==> src/rtl/pc_gen.sv <==
// Fetch-PC generator: registered PC, advanced per accepted fetch, steered by prioritised redirects.
// Latency: pc_o registered; redirects/increments visible the cycle after they are taken.
// Backpressure: pc_ready_i low holds pc_o stable; hold_i freezes PC and latches redirects.
// Optional build macro PCGEN_PERF_EN adds redirect/hold event counters.
module pc_gen #(
    parameter int          ADDR_W     = 64,
    parameter int          NUM_REDIR  = 3,
    parameter logic [63:0] PC_INIT    = 64'h8000_0000,
    parameter int          INST_BYTES = 4,
    localparam int         SRC_W      = (NUM_REDIR > 1) ? $clog2(NUM_REDIR) : 1
) (
    input  logic                        clk,
    input  logic                        reset,
    input  logic                        hold_i,
    input  logic                        pc_ready_i,
    input  logic [NUM_REDIR-1:0]        redir_valid_i,
    input  logic [NUM_REDIR*ADDR_W-1:0] redir_pc_i,
    output logic [ADDR_W-1:0]           pc_o,
    output logic                        pc_valid_o,
    output logic                        redir_pending_o,
    output logic [SRC_W-1:0]            redir_src_o
`ifdef PCGEN_PERF_EN
    ,
    output logic [31:0]                 redir_cnt_o,
    output logic [31:0]                 hold_cnt_o
`endif
);

    typedef enum logic [1:0] {BOOT, RUN, PEND} state_t;

    localparam logic [ADDR_W-1:0] PC_RST = ADDR_W'(PC_INIT);
    localparam logic [ADDR_W-1:0] PC_INC = ADDR_W'(INST_BYTES);

    state_t              state_q, state_d;
    logic [ADDR_W-1:0]   pc_q, pc_d;
    logic [ADDR_W-1:0]   pend_pc_q, pend_pc_d;
    logic [SRC_W-1:0]    pend_src_q, pend_src_d;
    logic [SRC_W-1:0]    win_idx;
    logic [ADDR_W-1:0]   win_pc;
    logic                any_redir;
    logic                pend_take;

    // Pick the lowest-index active redirect channel.
    always_comb begin
        win_idx   = '0;
        win_pc    = '0;
        any_redir = |redir_valid_i;
        for (int k = NUM_REDIR - 1; k >= 0; k--) begin
            if (redir_valid_i[k]) begin
                win_idx = SRC_W'(k);
                win_pc  = redir_pc_i[k*ADDR_W +: ADDR_W];
            end
        end
    end

    // A new redirect replaces the latched one when it is of equal or higher priority.
    assign pend_take = (state_q == PEND) && any_redir && (win_idx <= pend_src_q);

    // Next-state, next-PC and output decode.
    always_comb begin
        state_d         = state_q;
        pc_d            = pc_q;
        pend_pc_d       = pend_pc_q;
        pend_src_d      = pend_src_q;
        pc_valid_o      = 1'b0;
        redir_pending_o = 1'b0;
        redir_src_o     = '0;
        case (state_q)
            BOOT, RUN: begin
                if (state_q == RUN) begin
                    pc_valid_o = !hold_i && !any_redir;
                end
                state_d = RUN;
                if (any_redir && !hold_i) begin
                    // Redirect wins over any in-flight request, accepted or not.
                    pc_d = win_pc;
                end else if (any_redir) begin
                    pend_pc_d  = win_pc;
                    pend_src_d = win_idx;
                    state_d    = PEND;
                end else if (pc_valid_o && pc_ready_i) begin
                    pc_d = pc_q + PC_INC;
                end
            end
            PEND: begin
                redir_pending_o = 1'b1;
                redir_src_o     = pend_src_q;
                if (pend_take) begin
                    pend_pc_d  = win_pc;
                    pend_src_d = win_idx;
                end
                if (!hold_i) begin
                    pc_d       = pend_pc_d;
                    state_d    = RUN;
                    pend_pc_d  = '0;
                    pend_src_d = '0;
                end
            end
            default: state_d = BOOT;
        endcase
    end

    // State and PC registers.
    always_ff @(posedge clk) begin
        if (reset) begin
            state_q    <= BOOT;
            pc_q       <= PC_RST;
            pend_pc_q  <= '0;
            pend_src_q <= '0;
        end else begin
            state_q    <= state_d;
            pc_q       <= pc_d;
            pend_pc_q  <= pend_pc_d;
            pend_src_q <= pend_src_d;
        end
    end

    assign pc_o = pc_q;

`ifdef PCGEN_PERF_EN
    logic redir_inc;
    logic hold_inc;

    // Ignored lower-priority redirects during PEND are not counted.
    assign redir_inc = any_redir && ((state_q != PEND) || pend_take);
    assign hold_inc  = hold_i && ((state_q == RUN) || (state_q == PEND));

    // Free-running wrap-around event counters.
    always_ff @(posedge clk) begin
        if (reset) begin
            redir_cnt_o <= '0;
            hold_cnt_o  <= '0;
        end else begin
            if (redir_inc) redir_cnt_o <= redir_cnt_o + 32'd1;
            if (hold_inc)  hold_cnt_o  <= hold_cnt_o + 32'd1;
        end
    end
`endif

endmodule

==> config.mk <==
export PLATFORM = sky130hd
export DESIGN_NAME = pc_gen
export DESIGN_NICKNAME = d
export VERILOG_FILES = /design/src/rtl/pc_gen.sv
export SDC_FILE = /design/constraint.sdc
export NUM_CORES = 1
export LEC_CHECK = 0
export CAP_MARGIN = 20
export CELL_PAD_IN_SITES_DETAIL_PLACEMENT = 0
export CELL_PAD_IN_SITES_GLOBAL_PLACEMENT = 2
export CORE_MARGIN = 1.5
export CORE_UTILIZATION = 24
export DETAILED_ROUTE_END_ITERATION = 6
export PLACE_DENSITY = 0.88
export SETUP_SLACK_MARGIN = 0.15
export SLEW_MARGIN = 20
export SYNTH_ARGS = -nofsm -noshare
export SYNTH_HDL_FRONTEND = slang
export SYNTH_SLANG_ARGS = --single-unit
==> constraint.sdc <==
create_clock -name clk -period 3.15 [get_ports clk]
set_input_delay 0.4725 -clock clk [delete_from_list [all_inputs] [get_ports clk]]
set_output_delay 0.4725 -clock clk [all_outputs]
set_load 0.1 [all_outputs]
**After elaboration in Yosys (flattened, before gate mapping)**

Index checks and enable logic that the tools add are counted.

- Input port bits: 199
- Word-level logic and storage cells: 58
- Output and inout port bits: 68
- Flip-flop bits (word level): 132

- Add/sub/neg operators: 1
- Muxes and demuxes: 30
- Order comparisons: 1
- Reduce and logical (&&, ||, !) cells: 14
- Equal/unequal tests: 8

Operators with widths:

| cell | count |
|---|---|
| $mux 64 | 11 |
| $pmux 64 s2 | 2 |
| $add 64x3->64 const B | 1 |
| $mux 2 | 11 |
| $ne 3x3->1 const B | 3 |
| $pmux 2 s2 | 2 |
| $reduce_and 4->1 | 2 |
| $ne 2x2->1 const B | 3 |
| $logic_and 1x1->1 | 5 |
| $mux 1 | 4 |
| $reduce_and 3->1 | 1 |
| $reduce_or 3->1 | 1 |
| $eq 2x1->1 const B | 1 |
| $eq 2x2->1 const B | 1 |
| $le 2x2->1 | 1 |
| $logic_not 1->1 | 2 |
| $logic_not 2->1 | 1 |
| $reduce_bool 2->1 | 1 |
| $reduce_or 2->1 | 1 |

**Depth between registers and ports, before layout**

Gate-level depths: netlist (run 1).

- Depth in word-level cells: 10
- Depth in mapped cells: 13
- Mapped depth without buffers: 9

**Worst setup path after synthesis (run 1)**

No wires, ideal clock.

- Path kind: input-to-output
- Start point: input port redir_valid_i[0]
- End point: output port pc_valid_o
- Path buffers: 4
- Setup slack: -1849 ps
- Stages on the path: 6
- Required time: 2677 ps
- Data arrival time: 4526 ps
- Cells stage by stage: buf_2 -> or3_1 -> clkbuf_1 -> clkbuf_1 -> clkbuf_1 -> nor4b_1

- Cells in the longest elaborated chain, start to end: 6

Ends and longest elaborated chain:

| element | line | RTL |
|---|---|---|
| start: declaration | 16 | `input logic [NUM_REDIR-1:0] redir_valid_i,` |
| $reduce_or 3->1 | 47 | `any_redir = \|redir_valid_i;` |
| $logic_not 1->1 | 71 | `pc_valid_o = !hold_i && !any_redir;` |
| $logic_and 1x1->1 | 71 |  |
| $mux 1 | 70 | `if (state_q == RUN) begin` |
| $mux 1 (2 in a row) | 68 | `case (state_q)` |
| end: declaration | 19 | `output logic pc_valid_o,` |

Every way passes these cells. The select of a mux whose other input is x is not followed.

**Worst setup path in the final report (run 1)**

- Start point: register state_q[1]
- End point: output port redir_src_o[0]

- Cells in the longest elaborated chain, start to end: 2

Ends and longest elaborated chain:

| element | line | RTL |
|---|---|---|
| start: declaration | 34 | `state_t state_q, state_d;` |
| start signal: assignment | 111 | `state_q <= state_d;` |
| $eq 2x2->1 | 68 |  |
| $mux 2 | 68 |  |
| end: declaration | 21 | `output logic [SRC_W-1:0] redir_src_o` |

Every way passes these cells.

==> results of run 1 <==
[area by class of cell]
type                       count  area share (%)
clock buffer                  17            3.03
clock inverter                14           0.945
inverter                      17           0.455
multi-input combinational   1041            46.5
sequential                   132            18.8
tap                          525            4.68
timing repair buffer         396            25.6
[worst max path at each step]
stage	end	slack, ns	depth (start not counted)
finish	redir_src_o[0]	0.27	5
global placement	pc_o[5]	0.04	10
CTS	redir_src_o[0]	0.31	5
floorplan	pc_o[62]	0.15	13
global route	pc_o[58]	0.16	7
detailed placement	pc_o[27]	0.005	10
[cell usage in the layout, fill, tap and decap left out, types with 15 or more instances in the layout]
| master | count |
|---|---|
| clkdlybuf4s50_1 | 194 |
| nand4_1 | 25 |
| a211oi_1 | 21 |
| a211o_1 | 16 |
| nor2_1 | 138 |
| nor3_1 | 62 |
| o21ai_0 | 99 |
| a31oi_1 | 31 |
| a22oi_1 | 82 |
| clkbuf_16 | 17 |
| a22o_1 | 37 |
| and3_1 | 22 |
| a21o_1 | 15 |
| a221oi_1 | 47 |
| nand3b_1 | 18 |
| nand2_1 | 121 |
| buf_4 | 189 |
| nand3_1 | 47 |
| a21oi_1 | 43 |
| dfxtp_1 | 132 |
| mux2_2 | 20 |
| inv_1 | 15 |
| nor2b_1 | 20 |
[per-stage QoR]
| step | instance area (µm²) | total power [mW] |
|---|---|---|
| final | 14000 | 6.19 |
| after global routing | 14000 | 6.43 |
| after CTS | 14000 | 6.18 |
| after detailed placement | 13500 | 4.24 |
| after global placement | 13500 | 4.23 |
| after floorplan | 9730 | 3.30 |
[metal layers]
metal,track usage (%),up-vias
met5,0,-
met3,4.97,66
met4,6.61,0
li1,-,5611
met1,31.8,5786
met2,34.6,648
[state kept, by name, indices dropped and copies added (netlist names)]
name / cells
pend_src_q: 2
pc_o: 64
pend_pc_q: 64
state_q: 2
[logic make-up after synthesis]
kind of cell / after synthesis / synth area share (%)
xor+xnor: 25 / 2.27
fa+ha+maj: 3 / 0.389
simple gates: 514 / 26.5
mux: 28 / 3.16
buf+inv: 133 / 5.73
compound gates: 471 / 34.6
flops: 132 / 27.4
[where the power goes]
part	leakage [nW]	switching [mW]	internal [mW]	total, mW
clock network	0.266	0.856	1.09	1.95
registers	1.09	0.186	1.82	2.00
logic	3.99	1.38	0.854	2.23
==> impl_metrics.tcl, run 1 <==
set metrics [dict create \
    status "complete, no violations" \
    std_cell_rows 73 \
    crit-reg2reg-launch "pc_o[3]" \
    ioPinCount 267 \
    drt-total-wl_mm 48.0 \
    whs_endpoint "pend_pc_q[43]" \
    post-route-drc-count 0 \
    yosys.area.top_type "dfxtp_1" \
    rsz_0062_raised_after_global_routing "no" \
    finalNetCount 1807 \
    finalNonFillerCells 2142 \
    worst_slew_pin_slew_ns 0.867 \
    number_of_post_cts_setup_repair_buffers 0 \
    fp.dieH_um 204 \
    detailedPlace.worstSlack_ns 0.00462 \
    clock_path_buffers 2 \
    buffer_ports.inserted 266 \
    final_core_utilization_pct 35.3 \
    grt_remaining_overflow 0 \
    reg2reg_to "pc_o[58]" \
    cts_num_sinks 132 \
    chipWidth_um 204 \
    grt_max_degree 71 \
    vdd_drop_max_mv 0.360 \
    critPathCaptureType "output port" \
    post_synthesis_net_count 1508 \
    htreeDepth 4 \
    worst_setup_slack_after_layout_ns 0.274 \
    routabilityCongestion 0.916 \
    crit_family "buffers and inverters" \
    post_cts_resize_count 0 \
    syn_inst 1306 \
    route.vias.total 12100 \
    synth_ff_type "dfxtp_1" \
    worst_path_largest_cell_delay_ns 0.67 \
    cp_data_required_time_ns 2.68 \
    track_usage_pct 22.7 \
    yosysUniqueCellTypes 83 \
    worst_path_cell_with_the_longest_stage_delay "dfxtp_1" \
    crit_buf_inv 3 \
    setup_violations 0 \
    async_flop_share_pct 0 \
    timing.max_slew.rel_slack_pct 41.6 \
    met2_wirelength_mm 20.8 \
    number_of_enable_type_register_cells_in_the_synthesized_netlist 0 \
    final.min_clock_period_ns 2.88 \
    die_ar_mm2 0.0415 \
    arrival_ns 2.40 \
    worstSetupStartpointType "flip-flop" \
    numCtsBuffers 17 \
    slew_viol_final 0 \
    min-delay-start "reset" \
    post-synth-top-area-fraction_pct 27.4 \
    grt_pass1_vias 11500 \
    max-cap-violations 0 \
    synth_warnings 0 \
    setup.reg_to_reg.worst_slack_ns 0.39 \
    final_min_period_over_clock_period_pct 91.3 \
    antenna_cells 0 \
    postRouteAntennaNets 0 \
    floorplan.core_area_mm2 0.0397 \
    hold-path-cell-count 2 \
    drt-wirelength-per-cell_um 22.4 \
    postSynthRegisterBits 132 \
    setup-tns-final_ns 0 \
    highest-signal-layer "met4" \
    clk_pin_slew_worst_paths_ns 0.06 \
    synth_most_common_cell "nor2_1" \
    antenna_found_initial 0 \
    route.detailed.vias_per_inst 5.65 \
    holdBufCountCts 0 \
    area_delta_synth_final_pct 45.3 \
    hpwl_mm 37.1 \
    syn_area_mm2 0.00966 \
    grt_first_pass_wirelength_mm 72.3 \
    detail_route.wirelength.met1_mm 21.4 \
    hold_viol_final 0 \
    place_inst 2111 \
    top_post_synthesis_cells_by_area "dfxtp_1, a22oi_1, nor2_1" \
    clock.fmax_mhz 348 \
    timing.setup.critical_path_class "flip-flop to output port" \
    floorplan.initialDensity_pct 24.3 \
    fin_worst_hold_slack_ns 0.456 \
    synth_common_cells "nor2_1, dfxtp_1, nand2_1" \
    leakage_dissipation_nw 5.35 \
    cell_chain_critical_path "nand2b_2 > inv_2 > buf_4 > and2_2 > buf_12" \
    layout_skew_ns 0.0124 \
    register_area_share_after_synthesis_pct 27.4 \
    multiInputGateArea_mm2 0.00653 \
    clk-insertion-delay-late_ns 0.43 \
    layout-drive-gt1-share_pct 17.7 \
    cts_tree "built" \
    power_density_mw_per_mm2 441 \
    dr.pass1.iters 6 \
    drt_first_iter_violations 1172 \
    min_path_type "input pin to flip-flop" \
    ff2ff_path_depth 7 \
    wl_met3_mm 4.58 \
    synth.avg_cell_area_um2 7.40 \
    critPathMaxFanout 20 \
    root_buffer "clkbuf_16" \
    seq_area_mm2 0.00264 \
    number_of_fillers_in_the_final_layout 4207 \
    timing.critical_path.from "state_q[1]" \
]
Power figures use the tool's default switching activity.
==> inputs of run 2 (changes only) <==
- CORE_UTILIZATION: 24 -> 36
- DONT_BUFFER_PORTS: unset -> 1
- PLACE_DENSITY: 0.88 -> 0.93
- clock period: 3.15 -> 3.06 ns (I/O delays scaled with it)
==> run 2 against run 1 <==
The flow now finishes with violations (DRC). First-iteration DRC count increased by 36%. Clock-buffer cell count grew 5. Clock power rose by 13%. Non-clock buffer count shrank 273. Sequential power is 2% higher. Clock skew is 0.0033 ns lower. Worst hold slack worse by 0.37 ns. Global-route usage increased by 7.4 points. Sequential share of layout area increased by 4.6 points. Flip-flop and latch count stayed put. Routed wire length down 10%. Critical endpoint is now pc_o[56]. Largest power group is now clock. Highest routed layer unchanged.
==> impl_metrics.tcl, run 2 (synthesized netlist as in run 1, its figures left out) <==
set metrics [dict create \
    setup_violations 0 \
    cts_tree "built" \
    layout_commonest_cell "nor2_1" \
    layout-drive-gt1-share_pct 15.7 \
    drt-total-wl_mm 43.2 \
    crit_family "compound AO/OA/AOI/OAI gates" \
    clock.fmax_mhz 378 \
    antenna_found_initial 3 \
    hpwl_mm 31.8 \
    cell_chain_critical_path "inv_1 > ha_1 > nor2b_4 > o21ai_2 > nand2_1 > buf_4 > o21ai_0 > a222oi_1 > a21oi_1" \
    buffer_ports.inserted 0 \
    setup.reg_to_reg.worst_slack_ns 0.42 \
    min_path_type "input pin to flip-flop" \
    arrival_ns 2.94 \
    cp_data_required_time_ns 3.35 \
    ioPinCount 267 \
    setup-tns-final_ns 0 \
    die_ar_mm2 0.0278 \
    rsz_0062_raised_after_global_routing "no" \
    ff2ff_path_depth 9 \
    vdd_drop_max_mv 0.246 \
    crit-reg2reg-launch "pend_src_q[1]" \
    grt_max_degree 111 \
    hold-path-cell-count 1 \
    drt_first_iter_violations 1597 \
    leakage_dissipation_nw 4.22 \
    post-route-drc-count 9 \
    dr.pass1.iters 7 \
    final.min_clock_period_ns 2.64 \
    route.detailed.vias_per_inst 6.66 \
    area_delta_synth_final_pct 16.7 \
    floorplan.core_area_mm2 0.0262 \
    grt_first_pass_wirelength_mm 64.3 \
    finalNetCount 1534 \
    route.vias.total 11200 \
    slew_viol_final 0 \
    critPathMaxFanout 10 \
    clock_path_buffers 2 \
    failed_checks "DRC" \
    cts_num_sinks 132 \
    layout_skew_ns 0.00911 \
    crit_buf_inv 2 \
    grt_pass1_vias 10200 \
    root_buffer "clkbuf_16" \
    whs_endpoint "pc_o[37]" \
    clk_pin_slew_worst_paths_ns 0.06 \
    reg2reg_to "pc_o[56]" \
    timing.critical_path.from "pend_src_q[1]" \
    timing.max_slew.rel_slack_pct 21.3 \
    max-cap-violations 0 \
    worst_path_largest_cell_delay_ns 0.62 \
    routabilityCongestion 0.955 \
    std_cell_rows 59 \
    clk-insertion-delay-late_ns 0.44 \
    worst_path_cell_with_the_longest_stage_delay "a222oi_1" \
    grt_remaining_overflow 0 \
    min-delay-start "reset" \
    power_density_mw_per_mm2 541 \
    chipWidth_um 167 \
    most-common-layout-cells "nor2_1, dfxtp_1, nand2_1" \
    hold_viol_final 0 \
    status "finished with violations" \
    fp.dieH_um 167 \
    final_core_utilization_pct 43.0 \
    worst_slew_pin_slew_ns 1.18 \
    floorplan.initialDensity_pct 36.9 \
    drt-wirelength-per-cell_um 25.7 \
    htreeDepth 4 \
    postRouteAntennaNets 0 \
    critPathCaptureType "flip-flop" \
    numCtsBuffers 17 \
    final_min_period_over_clock_period_pct 86.4 \
    timing.setup.critical_path_class "flip-flop to flip-flop" \
    track_usage_pct 30.1 \
    worstSetupStartpointType "flip-flop" \
]
[run 2: cell types whose count changed in the layout (fill, tap and decap cells not counted), sizes merged]
cell / previous run / this run
clkdlybuf4s50: 194 / 0
buf: 202 / 123
clkinv: 8 / 5
inv: 19 / 16
bufinv: 1 / 4
clkinvlp: 3 / 2
clkbuf: 17 / 22
diode: 0 / 3
[run 2: how the worst max path moves through the flow]
| stage | end | cells past startpoint |
|---|---|---|
| final | pc_o[56] | 9 |
| after global placement | pc_o[56] | 6 |
| after global routing | pc_o[56] | 9 |
| after detailed placement | pc_o[56] | 6 |
| after floorplan | pc_valid_o | 6 |
| after CTS | pc_o[22] | 6 |
[run 2: cell type report]
type	instances	area (µm²)
sequential	132	2650
clock inverter	10	155
timing repair buffer	123	973
antenna	3	7.51
clock buffer	22	454
multi-input combinational	1041	6560
inverter	17	63.8
fill	2631	14900
tap	335	419
[run 2: where the power goes]
part	internal (mW)	switching, mW
logic	0.566	1.29
registers	1.87	0.170
clock network	1.38	0.827
[run 2: metal layers]
metal / global-route usage [%] / up-vias / part of all wire, %
met5: 0 / - / 0
met4: 10.8 / 0 / 2.8
met3: 5.85 / 66 / 11
met2: 46.1 / 739 / 44
met1: 42.0 / 5347 / 42
li1: - / 5062 / -
[run 2: worst register-to-register path, stage by stage, from the launching register on]
cell      delay [ns]
dfxtp_1         0.34
inv_1           0.07
ha_1            0.29
nor2b_4         0.15
o21ai_2         0.09
nand2_1         0.36
buf_4           0.28
o21ai_0         0.17
a222oi_1        0.62
a21oi_1         0.14
[run 2: through the flow]
stage / std cells / setup slack (ns) / cell area, µm² / hold slack (ns) / total power [mW]
2_1_floorplan: 1306 / 0.141 / 9760 / 0.446 / 3.40
3_3_place_gp: 1648 / 0.358 / 10700 / 0.453 / 3.87
3_5_place_dp: 1648 / 0.340 / 10700 / 0.455 / 3.89
4_1_cts: 1680 / 0.376 / 11300 / 0.0940 / 6.07
5_1_grt: 1683 / 0.341 / 11300 / 0.0870 / 6.29
6_report: 1683 / 0.417 / 11300 / 0.0912 / 6.10
[run 2: repair_timing]
action / 4_1_cts / 5_1_grt
endpoints found under the setup margin: 0 / 1
resized for setup: 0 / 1
hold buffers: 0 / 0
buffers inserted: 0 / 0
